## src/rtl/multi_edge_detect.sv

```systemverilog
// multi_edge_detect: per-channel synchronised edge detector with mode-selected event
// pulses, sticky status and interrupt. Optional debounce filter: MULTI_EDGE_DETECT_FILTER_EN.
module multi_edge_detect #(
  parameter int CH       = 8,
  parameter int FILT_CYC = 4
) (
  input  logic            clk,
  input  logic            rst,
  input  logic [CH-1:0]   din,
  input  logic [2*CH-1:0] mode,
  input  logic [CH-1:0]   clr,
  output logic [CH-1:0]   rise_o,
  output logic [CH-1:0]   fall_o,
  output logic [CH-1:0]   event_o,
  output logic [CH-1:0]   status_o,
  output logic            irq_o
);

  logic [CH-1:0] sync1_p0;
  logic [CH-1:0] sync2_p1;
  logic [CH-1:0] stable;
  logic [CH-1:0] stable_d_p2;
  logic [CH-1:0] rise_nxt;
  logic [CH-1:0] fall_nxt;
  logic [CH-1:0] event_nxt;

  // Mode bit 2i enables rising edges of channel i, bit 2i+1 enables falling edges.
  function automatic logic [CH-1:0] pick_events(
    input logic [CH-1:0]   r,
    input logic [CH-1:0]   f,
    input logic [2*CH-1:0] m
  );
    logic [CH-1:0] e;
    e = '0;
    for (int i = 0; i < CH; i++) begin
      e[i] = (r[i] & m[2*i]) | (f[i] & m[2*i+1]);
    end
    return e;
  endfunction

  // Stage p0/p1: two-flop synchroniser on the raw asynchronous inputs
  always_ff @(posedge clk) begin
    if (rst) begin
      sync1_p0 <= '0;
      sync2_p1 <= '0;
    end else begin
      sync1_p0 <= din;
      sync2_p1 <= sync1_p0;
    end
  end

`ifdef MULTI_EDGE_DETECT_FILTER_EN
  localparam logic [7:0] FILT_LAST = 8'(FILT_CYC - 1);

  logic [7:0] cnt [CH];

  function automatic logic [7:0] cnt_step(input logic [7:0] c);
    return (c == 8'hFF) ? c : c + 8'd1;
  endfunction

  // Debounce: stable follows sync2 only after FILT_CYC consecutive disagreeing cycles
  always_ff @(posedge clk) begin
    if (rst) begin
      stable <= '0;
      for (int i = 0; i < CH; i++) begin
        cnt[i] <= '0;
      end
    end else begin
      for (int i = 0; i < CH; i++) begin
        if (sync2_p1[i] == stable[i]) begin
          cnt[i] <= '0;
        end else if (cnt[i] == FILT_LAST) begin
          stable[i] <= sync2_p1[i];
          cnt[i]    <= '0;
        end else begin
          cnt[i] <= cnt_step(cnt[i]);
        end
      end
    end
  end
`else
  logic [7:0] unused_filt_cyc;

  assign unused_filt_cyc = 8'(FILT_CYC);
  assign stable          = sync2_p1;
`endif

  always_comb begin
    rise_nxt  = stable & ~stable_d_p2;
    fall_nxt  = ~stable & stable_d_p2;
    event_nxt = pick_events(rise_nxt, fall_nxt, mode);
  end

  // Stage p2: delayed level and registered edge/event pulses
  always_ff @(posedge clk) begin
    if (rst) begin
      stable_d_p2 <= '0;
      rise_o      <= '0;
      fall_o      <= '0;
      event_o     <= '0;
    end else begin
      stable_d_p2 <= stable;
      rise_o      <= rise_nxt;
      fall_o      <= fall_nxt;
      event_o     <= event_nxt;
    end
  end

  // Stage p3: sticky status; a new event beats a simultaneous clear
  always_ff @(posedge clk) begin
    if (rst) begin
      status_o <= '0;
    end else begin
      status_o <= (status_o & ~clr) | event_o;
    end
  end

  assign irq_o = |status_o;

endmodule

```

## config.mk

```make
export PLATFORM = sky130hd
export DESIGN_NAME = multi_edge_detect
export DESIGN_NICKNAME = d
export VERILOG_FILES = /design/src/rtl/multi_edge_detect.sv
export SDC_FILE = /design/constraint.sdc
export NUM_CORES = 1
export LEC_CHECK = 0
export CORE_MARGIN = 2
export CORE_UTILIZATION = 46
export CTS_CLUSTER_DIAMETER = 40
export DETAILED_ROUTE_END_ITERATION = 10
export GPL_TIMING_DRIVEN = 1
export PLACE_DENSITY = 0.83
export SYNTH_ARGS = -nofsm -noshare
export SYNTH_HDL_FRONTEND = slang
export SYNTH_SLANG_ARGS = --single-unit
```

## constraint.sdc

```tcl
create_clock -name clk -period 2 [get_ports clk]
set_clock_uncertainty 0.05 [all_clocks]
set_input_delay 0.4 -clock clk [delete_from_list [all_inputs] [get_ports clk]]
set_output_delay 0.4 -clock clk [all_outputs]
set_load 0.01 [all_outputs]
```

Yosys cells after proc, flatten, opt, wreduce, memory -nomap -nowiden

Cells that the tools add are included.

Bits of input ports: 34
Memory bits (writable): 0
Bits in latches: 0
Bits in read-only memories: 0
Output and inout port bits: 33
Memories kept: 0
Register bits: 56
Word-level logic and storage cells: 39

$mul: 0
Order comparisons: 0
Shift-type cells: 0
Reduce and logical (&&, ||, !) cells: 1
Add/sub/neg operators: 0
Equality and inequality tests: 0
Muxes and demuxes: 0
Bitwise gates (word level): 31
Divide/modulo/power cells: 0

Operators by type and width:

| kind            | number |
|---|---|
| $and 8x8->8     | 3 |
| $not 8->8       | 3 |
| $and 1x1->1     | 16 |
| $or 1x1->1      | 8 |
| $or 8x8->8      | 1 |
| $reduce_or 8->1 | 1 |

Logic depth before layout (Yosys ltp)

Gate-level depths: netlist of the first run.

Depth after elaboration: 4
Depth in mapped cells: 3
Depth with buffers taken out: 2

Worst setup path after synthesis of the first run

OpenSTA, ideal clock, no wires.

Path kind: reg-to-output
Start point: reg status_o[6]
End point: out irq_o
Data arrival time: 0.712 ns
Path slack: 0.838 ns
Cell stages (with the launch flop): 3
Buffers on the path: 0
Required time: 1.550 ns
Cell sequence: dfxtp_1 -> nor4_1 -> nand2_1

Cells in the longest elaborated chain, start to end: 1

RTL lines:

| element                | line | RTL |
|---|---|---|
| start, declared        | 15   | `output logic [CH-1:0] status_o,` |
| start signal, assigned | 114  | `status_o <= (status_o & ~clr) \| event_o;` |
| $reduce_or 8->1        | 118  | `assign irq_o = \|status_o;` |
| end, declared          | 16   | `output logic irq_o` |

No other way between the ends.

Worst setup path in the final report of the first run

Start point: reg status_o[2]
End point: out irq_o

Same word-level chain as after synthesis.

==> results of run 1 <==
-- sequential cells by signal (all words and copies together) (netlist names) --
name         flops
fall_o           8
sync1_p0         8
stable           8
stable_d_p2      8
status_o         8
rise_o           8
event_o          8
-- routing by layer --
| metal | share of wire [%] | global-route usage, % | up-vias |
|---|---|---|---|
| met3 | 7.7 | 5.82 | 2 |
| met4 | 0.70 | 6.25 | 0 |
| li1 | - | - | 628 |
| met1 | 45 | 18.3 | 532 |
| met5 | 0 | 0 | - |
| met2 | 47 | 23.1 | 45 |
-- timing repair --
action	in CTS	in global routing
setup endpoints to repair	0	1
hold buffers	0	0
gates resized for setup	0	1
-- worst paths after layout --
check / startpoint / endpoint / slack (ps)
max reg2reg: stable[2] / rise_o[2] / 1210
min: sync1_p0[0] / stable[0] / 390
min reg2reg: sync1_p0[0] / stable[0] / 390
max: status_o[2] / irq_o / 70
-- critical path: stages, from the launching register on --
cell and delay, ps:
dfxtp_1 330, nor4_1 300, nand2_1 80, clkdlybuf4s50_1 480
-- synthesized netlist by cell type --
| master | number |
|---|---|
| dfxtp_1 | 56 |
| nor2b_1 | 25 |
| a21oi_1 | 16 |
| nand3b_1 | 16 |
| inv_1 | 8 |
| nand2b_1 | 8 |
| nor2b_2 | 7 |
| nor3b_1 | 4 |
| nor3b_2 | 4 |
| buf_2 | 3 |
| nor4_1 | 2 |
| buf_4 | 1 |
| buf_6 | 1 |
| nand2_1 | 1 |
-- report_power, final --
part           switching (uW)  internal [uW]  total (uW)
combinational            50.1            113         164
clock                     314            283         596
sequential               17.8           1150        1170
total                     382           1540        1930
-- stage by stage --
step | hold WS, ps | setup WS, ps | instance area, sq um | instances | utilization, %
floorplan | 364 | 838 | 1750 | 152 | -
global placement | 367 | 397 | 2450 | 262 | 67.0
detailed placement | 373 | 395 | 2450 | 262 | 67.0
CTS | 393 | 53.5 | 2540 | 270 | 69.4
global route | 404 | 27.9 | 2550 | 270 | 69.6
finish | 393 | 72.7 | 2550 | 270 | 69.6
-- area by class of cell --
cell class | count | area share, %
Inverter | 8 | 1.18
Clock buffer | 8 | 3.54
Sequential cell | 56 | 44.0
Tap cell | 48 | 2.36
Timing Repair Buffer | 67 | 26.5
Multi-Input combinational cell | 83 | 22.4
-- logic make-up after synthesis --
group           synth area share (%)
buf+inv                         3.65
compound gates                  4.58
flops                           64.1
simple gates                    27.7
==> results.tsv, run 1 <==
stage	metric	value	unit
synth	syn_nets	186	
pwr	leakage	0.000918	uW
final_layout	seq_area	1120	sq um
grt	track_usage	14.9	%
sta	final_max_slew_viol_count	0	
sta	tns	0	ps
setup_path	ff2ff_path_depth	2	
synth	synth.distinct_cells	14	
setup_path	end_kind	output port	
floorplan	start_util	47.8	%
setup_path	critPathMaxFanout	3	
synth	netlist_top_cells_area	dfxtp_1, nor2b_1, nand3b_1	
setup_path	cp-start-kind	flop	
sta	rsz0062_at_grt	false	
placed_design	io_buffers	66	
outcome	outcome	finished, final reports clean	
floorplan	pin_count	67	
pwr	vdd_ir_drop_max	0.585	mV
synth	yosys_register_bits	56	
final_layout	antenna_cells	0	
sta	tightest_slew	264	ps
grt	grt_pass1_wl	4800	um
floorplan	rows	22	
floorplan	die_h	65.7	um
pwr	total_power	1930	uW
setup_path	path_class	flop to output port	
drt	drt_wl_total	2990	um
final_layout	final_layout_size_suffix_gt1_share	9.01	%
cts	path_clk_slew	90	ps
worst_hold_path	hold_path_class	flop to flop	
synth	synth_top_cell_area_share	64.1	%
final_layout	fin_nets	255	
worst_hold_path	hold_depth	1	
placed_design	dp_hpwl	2150	um
drt	post-route-drc-count	0	
cts	post_cts_buffers	0	
drt	ant_nets	0	
cts	htreeDepth	2	
grt	first_global_vias	1105	
final_layout	final_common_cell	clkdlybuf4s50_1	
cts	cts_root_buf	clkbuf_8	
cts	clockBufferDepth	2	
sta	slew_headroom	82.2	%
synth	yosysWarnings	0	
sta	min_period	1930	ps
setup_path	cp.arrival	1480	ps
synth	syn_inst	152	
pwr	p_per_area	756	nW/um^2
cts	numCtsBuffers	5	
final_layout	fillers	294	
synth	netlist_area	1750	sq um
drt	wl_per_cell	11.1	um
floorplan	dieArea	4310	sq um
synth	ys_seq_area_share	64.1	%
sta	setup-violations-final	0	
grt	grt_antenna_before_repair	0	
drt	dr.pass1.iters	4	
grt	grt_overflow	0	
setup_path	required	1550	ps
final_layout	multi_input_area	571	sq um
synth	yosysTopAreaCell	dfxtp_1	
grt	grt_max_degree	49	
final_layout	layout_common_cells	clkdlybuf4s50_1, dfxtp_1, nor2b_1	
sta	fin_crit_sh	96.4	%
cts	cts.sinks	56	
drt	first_iter_violations	27	
final_layout	area_delta_synth_final	45.6	%
floorplan	core	3660	sq um
cts	clock_latency	290	ps
placed_design	routabilityCongestion	0.695	
floorplan	fp.dieW	65.7	um
synth	avgSynthCellArea	11.5	sq um
cts	cts_tree	built	
sta	finalHoldViolCount	0	
drt	viasPerCell	4.47	
drt	vias	1207	
flow_run	cap_violations	0	
sta	fmax	519	MHz
Power figures use the tool's default switching activity.
==> run 2: changes to the inputs <==
--- a/config.mk
+++ b/config.mk
@@ -5,12 +5,14 @@
 export SDC_FILE = /design/constraint.sdc
 export NUM_CORES = 1
 export LEC_CHECK = 0
-export CORE_MARGIN = 2
-export CORE_UTILIZATION = 46
+export CELL_PAD_IN_SITES_DETAIL_PLACEMENT = 0
+export CELL_PAD_IN_SITES_GLOBAL_PLACEMENT = 1
+export CORE_MARGIN = 5
+export CORE_UTILIZATION = 35
 export CTS_CLUSTER_DIAMETER = 40
 export DETAILED_ROUTE_END_ITERATION = 10
 export GPL_TIMING_DRIVEN = 1
-export PLACE_DENSITY = 0.83
+export PLACE_DENSITY_LB_ADDON = 0.1
 export SYNTH_ARGS = -nofsm -noshare
 export SYNTH_HDL_FRONTEND = slang
 export SYNTH_SLANG_ARGS = --single-unit
==> constraint.sdc (replaced) <==
create_clock -name clk -period 2 [get_ports clk]
set_clock_uncertainty 0.05 [all_clocks]
set_input_delay 0.4 -clock clk [delete_from_list [all_inputs] [get_ports clk]]
set_output_delay 0.4 -clock clk [all_outputs]
set_load 0.05 [all_outputs]
==> run 2 against run 1 <==
- non-clock buffer count unchanged
- maximum frequency down 0.23%
- critical path depth down 2
- clock power up 0.8%
- die area up 51%
- total power up 2.8%
- hold slack worse by 1.7 ps
- utilization down 16 points
- routed wire length up 13%
- via count up 0.41%
- clock-buffer cell count unchanged
- global-route usage down 3.6 points
- critical endpoint is now status_o[0]
- largest power group unchanged
==> results.tsv, run 2 (synthesis results as in run 1) <==
stage	metric	value	unit
grt	grt_overflow	0	
pwr	p_per_area	772	nW/um^2
sta	tns	0	ps
sta	tightest_slew	522	ps
placed_design	placed_area	2470	sq um
setup_path	required	1550	ps
drt	wl_per_cell	11.7	um
worst_hold_path	hold_path_class	flop to flop	
sta	min_period	1930	ps
outcome	outcome	finished, final reports clean	
pwr	leakage	0.000956	uW
final_layout	layout_common_cells	clkdlybuf4s50_1, dfxtp_1, nor2b_1	
cts	cts_root_buf	clkbuf_8	
floorplan	die_h	80.7	um
sta	fmax	518	MHz
pwr	p_seq_share	58.8	%
pwr	p_switching	438	uW
setup_path	critPathMaxFanout	3	
placed_design	dp_hpwl	2560	um
grt	track_usage	11.3	%
sta	layout_setup_ws	68.2	ps
setup_path	r2r-start	stable[4]	
placed_design	pre_cts_slack	385	ps
setup_path	path_class	flop to output port	
floorplan	core	4790	sq um
final_layout	final_layout_size_suffix_gt1_share	9.46	%
grt	grt_antenna_before_repair	0	
grt	grt_max_degree	49	
drt	viasPerCell	4.19	
drt	dr.pass1.iters	2	
floorplan	start_util	36.5	%
final_layout	area_delta_synth_final	46.6	%
cts	cts_tree	built	
pwr	comb_power_share	10.8	%
pwr	p_int	1540	uW
setup_path	cp-startpoint	status_o[0]	
pwr	p_clk_share	30.4	%
setup_path	cp_cell_sequence	clkdlybuf4s50_1	
final_layout	post-route-cell-area	2560	sq um
floorplan	dieArea	6510	sq um
final_layout	fin_nets	255	
drt	drt_wl_total	3370	um
pwr	vdd_ir_drop_max	0.447	mV
drt	post-route-drc-count	0	
sta	whs	391	ps
setup_path	cp-start-kind	flop	
final_layout	final_common_cell	clkdlybuf4s50_1	
setup_path	end_kind	output port	
cts	htreeDepth	2	
placed_design	io_buffers	66	
cts	path_clk_slew	90	ps
setup_path	crit_path_max_incr_delay	820	ps
placed_design	routabilityCongestion	0.669	
sta	finalHoldViolCount	0	
cts	clock_latency	300	ps
cts	clockBufferDepth	2	
setup_path	critPathTopFamily	buffers and inverters	
final_layout	antenna_cells	0	
sta	setup-violations-final	0	
grt	first_global_vias	1231	
flow_run	cap_violations	0	
grt	grt_pass1_wl	5590	um
drt	first_iter_violations	45	
sta	fin_crit_sh	96.6	%
sta	slew_headroom	65.1	%
setup_path	slowest_stage	clkdlybuf4s50_1	
sta	rsz0062_at_grt	false	
cts	cts.sinks	56	
floorplan	rows	25	
worst_hold_path	hold_start	sync1_p0[5]	
floorplan	fp.dieW	80.7	um
pwr	p_sw_share	22.1	%
drt	ant_nets	0	
floorplan	pin_count	67	
setup_path	path_buf_inv	1	
drt	vias	1212	
cts	numCtsBuffers	5	
setup_path	cp.arrival	1480	ps
sta	final_max_slew_viol_count	0	
-- run 2: stage by stage --
step | power (uW) | cells | utilization [%]
2_1_floorplan | 1300 | 152 | -
3_3_place_gp | 1400 | 281 | 51.6
3_5_place_dp | 1410 | 281 | 51.6
4_1_cts | 2020 | 289 | 53.5
5_1_grt | 2080 | 289 | 53.6
6_report | 1980 | 289 | 53.6
-- run 2: worst reg2reg max path: stages (launching register included) --
cell and delay [ps]:
dfxtp_1 400, nor2b_2 180, nor2b_1 120
-- run 2: path summary, 6_finish.rpt --
check	end	slack [ps]	cells after the start
setup reg to reg	rise_o[4]	1200	2
setup / recovery	status_o[0]	70	1
hold / removal	stable[5]	390	1
hold reg to reg	stable[5]	390	1
-- run 2: area by class of cell --
| cell class | count | area (sq um) |
|---|---|---|
| clock buffer | 8 | 90.1 |
| fill | 442 | 2220 |
| inverter | 8 | 30.0 |
| multi-input combinational | 83 | 564 |
| sequential | 56 | 1120 |
| tap | 67 | 83.8 |
| timing repair buffer | 67 | 676 |
-- run 2: power by group through the flow --
stage          clock [uW]  combinational (uW)  sequential [uW]
6_report              601                 214             1160
5_1_grt               684                 228             1170
4_1_cts               638                 217             1170
3_5_place_dp            0                 217             1190
3_3_place_gp            0                 214             1190
2_1_floorplan           0                63.0             1240
-- run 2: what timing repair did --
item                                    in CTS  in global routing
buffers inserted                             0                  0
endpoints found under the setup margin       0                  2
hold buffers                                 0                  0
gates resized for setup                      0                  2
-- run 2: routing by layer --
| layer | GRT usage, % | vias up | wire (um) |
|---|---|---|---|
| met2 | 19.1 | 44 | 1670 |
| met4 | 5.07 | 0 | 42 |
| met5 | 0 | - | 0 |
| met3 | 4.93 | 4 | 337 |
| li1 | - | 627 | - |
| met1 | 12.0 | 537 | 1310 |
==> run 3: changes to the inputs <==
--- a/config.mk
+++ b/config.mk
@@ -13,6 +13,7 @@
 export DETAILED_ROUTE_END_ITERATION = 10
 export GPL_TIMING_DRIVEN = 1
 export PLACE_DENSITY_LB_ADDON = 0.1
+export REMOVE_ABC_BUFFERS = 1
 export SYNTH_ARGS = -nofsm -noshare
 export SYNTH_HDL_FRONTEND = slang
 export SYNTH_SLANG_ARGS = --single-unit
==> run 3 against run 2 <==
- routed wire length rose by 7.2%
- die area did not move
- setup slack better by 7.3 ps
- global-route usage increased by 0.27 points
- flip-flop and latch count unchanged
- hold slack improved by 4.9 ps
- total power increased by 0.31%
- sequential power about the same
- non-clock buffer count increased by 1
==> results.tsv, run 3 (synthesis results as in run 1) <==
stage	metric	value	unit
cts	cts_tree	built	
final_layout	area_delta_synth_final	46.8	%
grt	grt_max_degree	23	
drt	vias	1232	
final_layout	fillers	442	
setup_path	critPathTopFamily	buffers and inverters	
cts	cts.sinks	56	
flow_run	cap_violations	0	
cts	htreeDepth	2	
floorplan	core	4790	sq um
grt	first_global_vias	1212	
setup_path	end_kind	output port	
setup_path	path_class	flop to output port	
cts	path_clk_slew	90	ps
floorplan	die_h	80.7	um
setup_path	cp.arrival	1470	ps
cts	cts_hold_buf	0	
cts	clockBufferDepth	2	
sta	tns	0	ps
cts	clock_latency	290	ps
setup_path	critPathMaxFanout	3	
drt	post-route-drc-count	0	
drt	ant_nets	0	
sta	setup-violations-final	0	
cts	cts_root_buf	clkbuf_8	
final_layout	multi_input_area	564	sq um
final_layout	final_common_cell	clkdlybuf4s50_1	
sta	slew_headroom	65.5	%
floorplan	rows	25	
grt	grt_overflow	0	
final_layout	antenna_cells	0	
final_layout	fin_nets	256	
pwr	vdd_ir_drop_max	0.400	mV
grt	track_usage	11.5	%
sta	fin_crit_sh	96.2	%
sta	rsz0062_at_grt	false	
floorplan	pin_count	67	
placed_design	routabilityCongestion	0.667	
floorplan	fp.dieW	80.7	um
setup_path	cp-start-kind	flop	
drt	dr.pass1.iters	4	
pwr	total_power	1990	uW
floorplan	dieArea	6510	sq um
drt	viasPerCell	4.25	
pwr	p_per_area	774	nW/um^2
final_layout	seq_area	1120	sq um
placed_design	dp_hpwl	2760	um
sta	layout_setup_ws	75.5	ps
worst_hold_path	hold_path_class	flop to flop	
setup_path	cp_cell_sequence	clkdlybuf4s50_1	
placed_design	pre_cts_slack	373	ps
floorplan	start_util	36.5	%
sta	fmax	520	MHz
placed_design	placed_area	2470	sq um
setup_path	crit_path_max_incr_delay	820	ps
setup_path	slowest_stage	clkdlybuf4s50_1	
cts	numCtsBuffers	5	
drt	first_iter_violations	36	
sta	min_period	1920	ps
outcome	outcome	finished, final reports clean	
placed_design	io_buffers	66	
grt	grt_pass1_wl	5750	um
sta	final_max_slew_viol_count	0	
pwr	leakage	0.000945	uW
setup_path	required	1550	ps
final_layout	layout_common_cells	clkdlybuf4s50_1, dfxtp_1, nor2b_1	
sta	tightest_slew	516	ps
grt	grt_antenna_before_repair	0	
final_layout	post-route-cell-area	2570	sq um
drt	wl_per_cell	12.4	um
drt	drt_wl_total	3610	um
sta	finalHoldViolCount	0	
final_layout	final_layout_size_suffix_gt1_share	10.3	%
setup_path	path_buf_inv	1	
-- run 3: cell count changes in the layout (fill, tap and decap cells not counted) --
cell | before | now
dlymetal6s2s_1 | 2 | 1
buf_4 | 2 | 4
-- run 3: per-stage QoR --
| step | hold WS, ps | util [%] | cells |
|---|---|---|---|
| floorplan | 364 | - | 147 |
| global placement | 371 | 51.7 | 282 |
| detailed placement | 379 | 51.7 | 282 |
| CTS | 405 | 53.6 | 290 |
| global route | 414 | 53.6 | 290 |
| finish | 396 | 53.6 | 290 |
-- run 3: final timing paths --
kind         slack [ps]  cells past startpoint        start          end
max                  80                      1  status_o[5]  status_o[5]
min                 400                      1  sync1_p0[6]    stable[6]
max reg2reg        1200                      2    stable[5]    rise_o[5]
min reg2reg         400                      1  sync1_p0[6]    stable[6]
-- run 3: layer usage --
layer	wire, um	track usage, %	vias up
met3	276	4.60	5
li1	-	-	627
met2	1750	18.7	35
met1	1540	13.3	565
met5	0	0	-
met4	46	5.07	0
-- run 3: report_power, final --
group	switching [uW]	internal, uW	total (uW)
logic	105	113	218
registers	18.1	1150	1170
clock network	320	283	603
-- run 3: cell type report --
type | count | area share (%)
tap | 67 | 3.27
clock buffer | 8 | 3.51
sequential | 56 | 43.7
multi-input combinational | 83 | 22.0
timing repair buffer | 68 | 26.4
inverter | 8 | 1.17
-- run 3: timing repair --
| item | CTS | global route |
|---|---|---|
| gates resized for setup | 0 | 1 |
| buffers inserted | 0 | 0 |
| setup endpoints to repair | 0 | 1 |
| hold endpoints to repair | 0 | 0 |
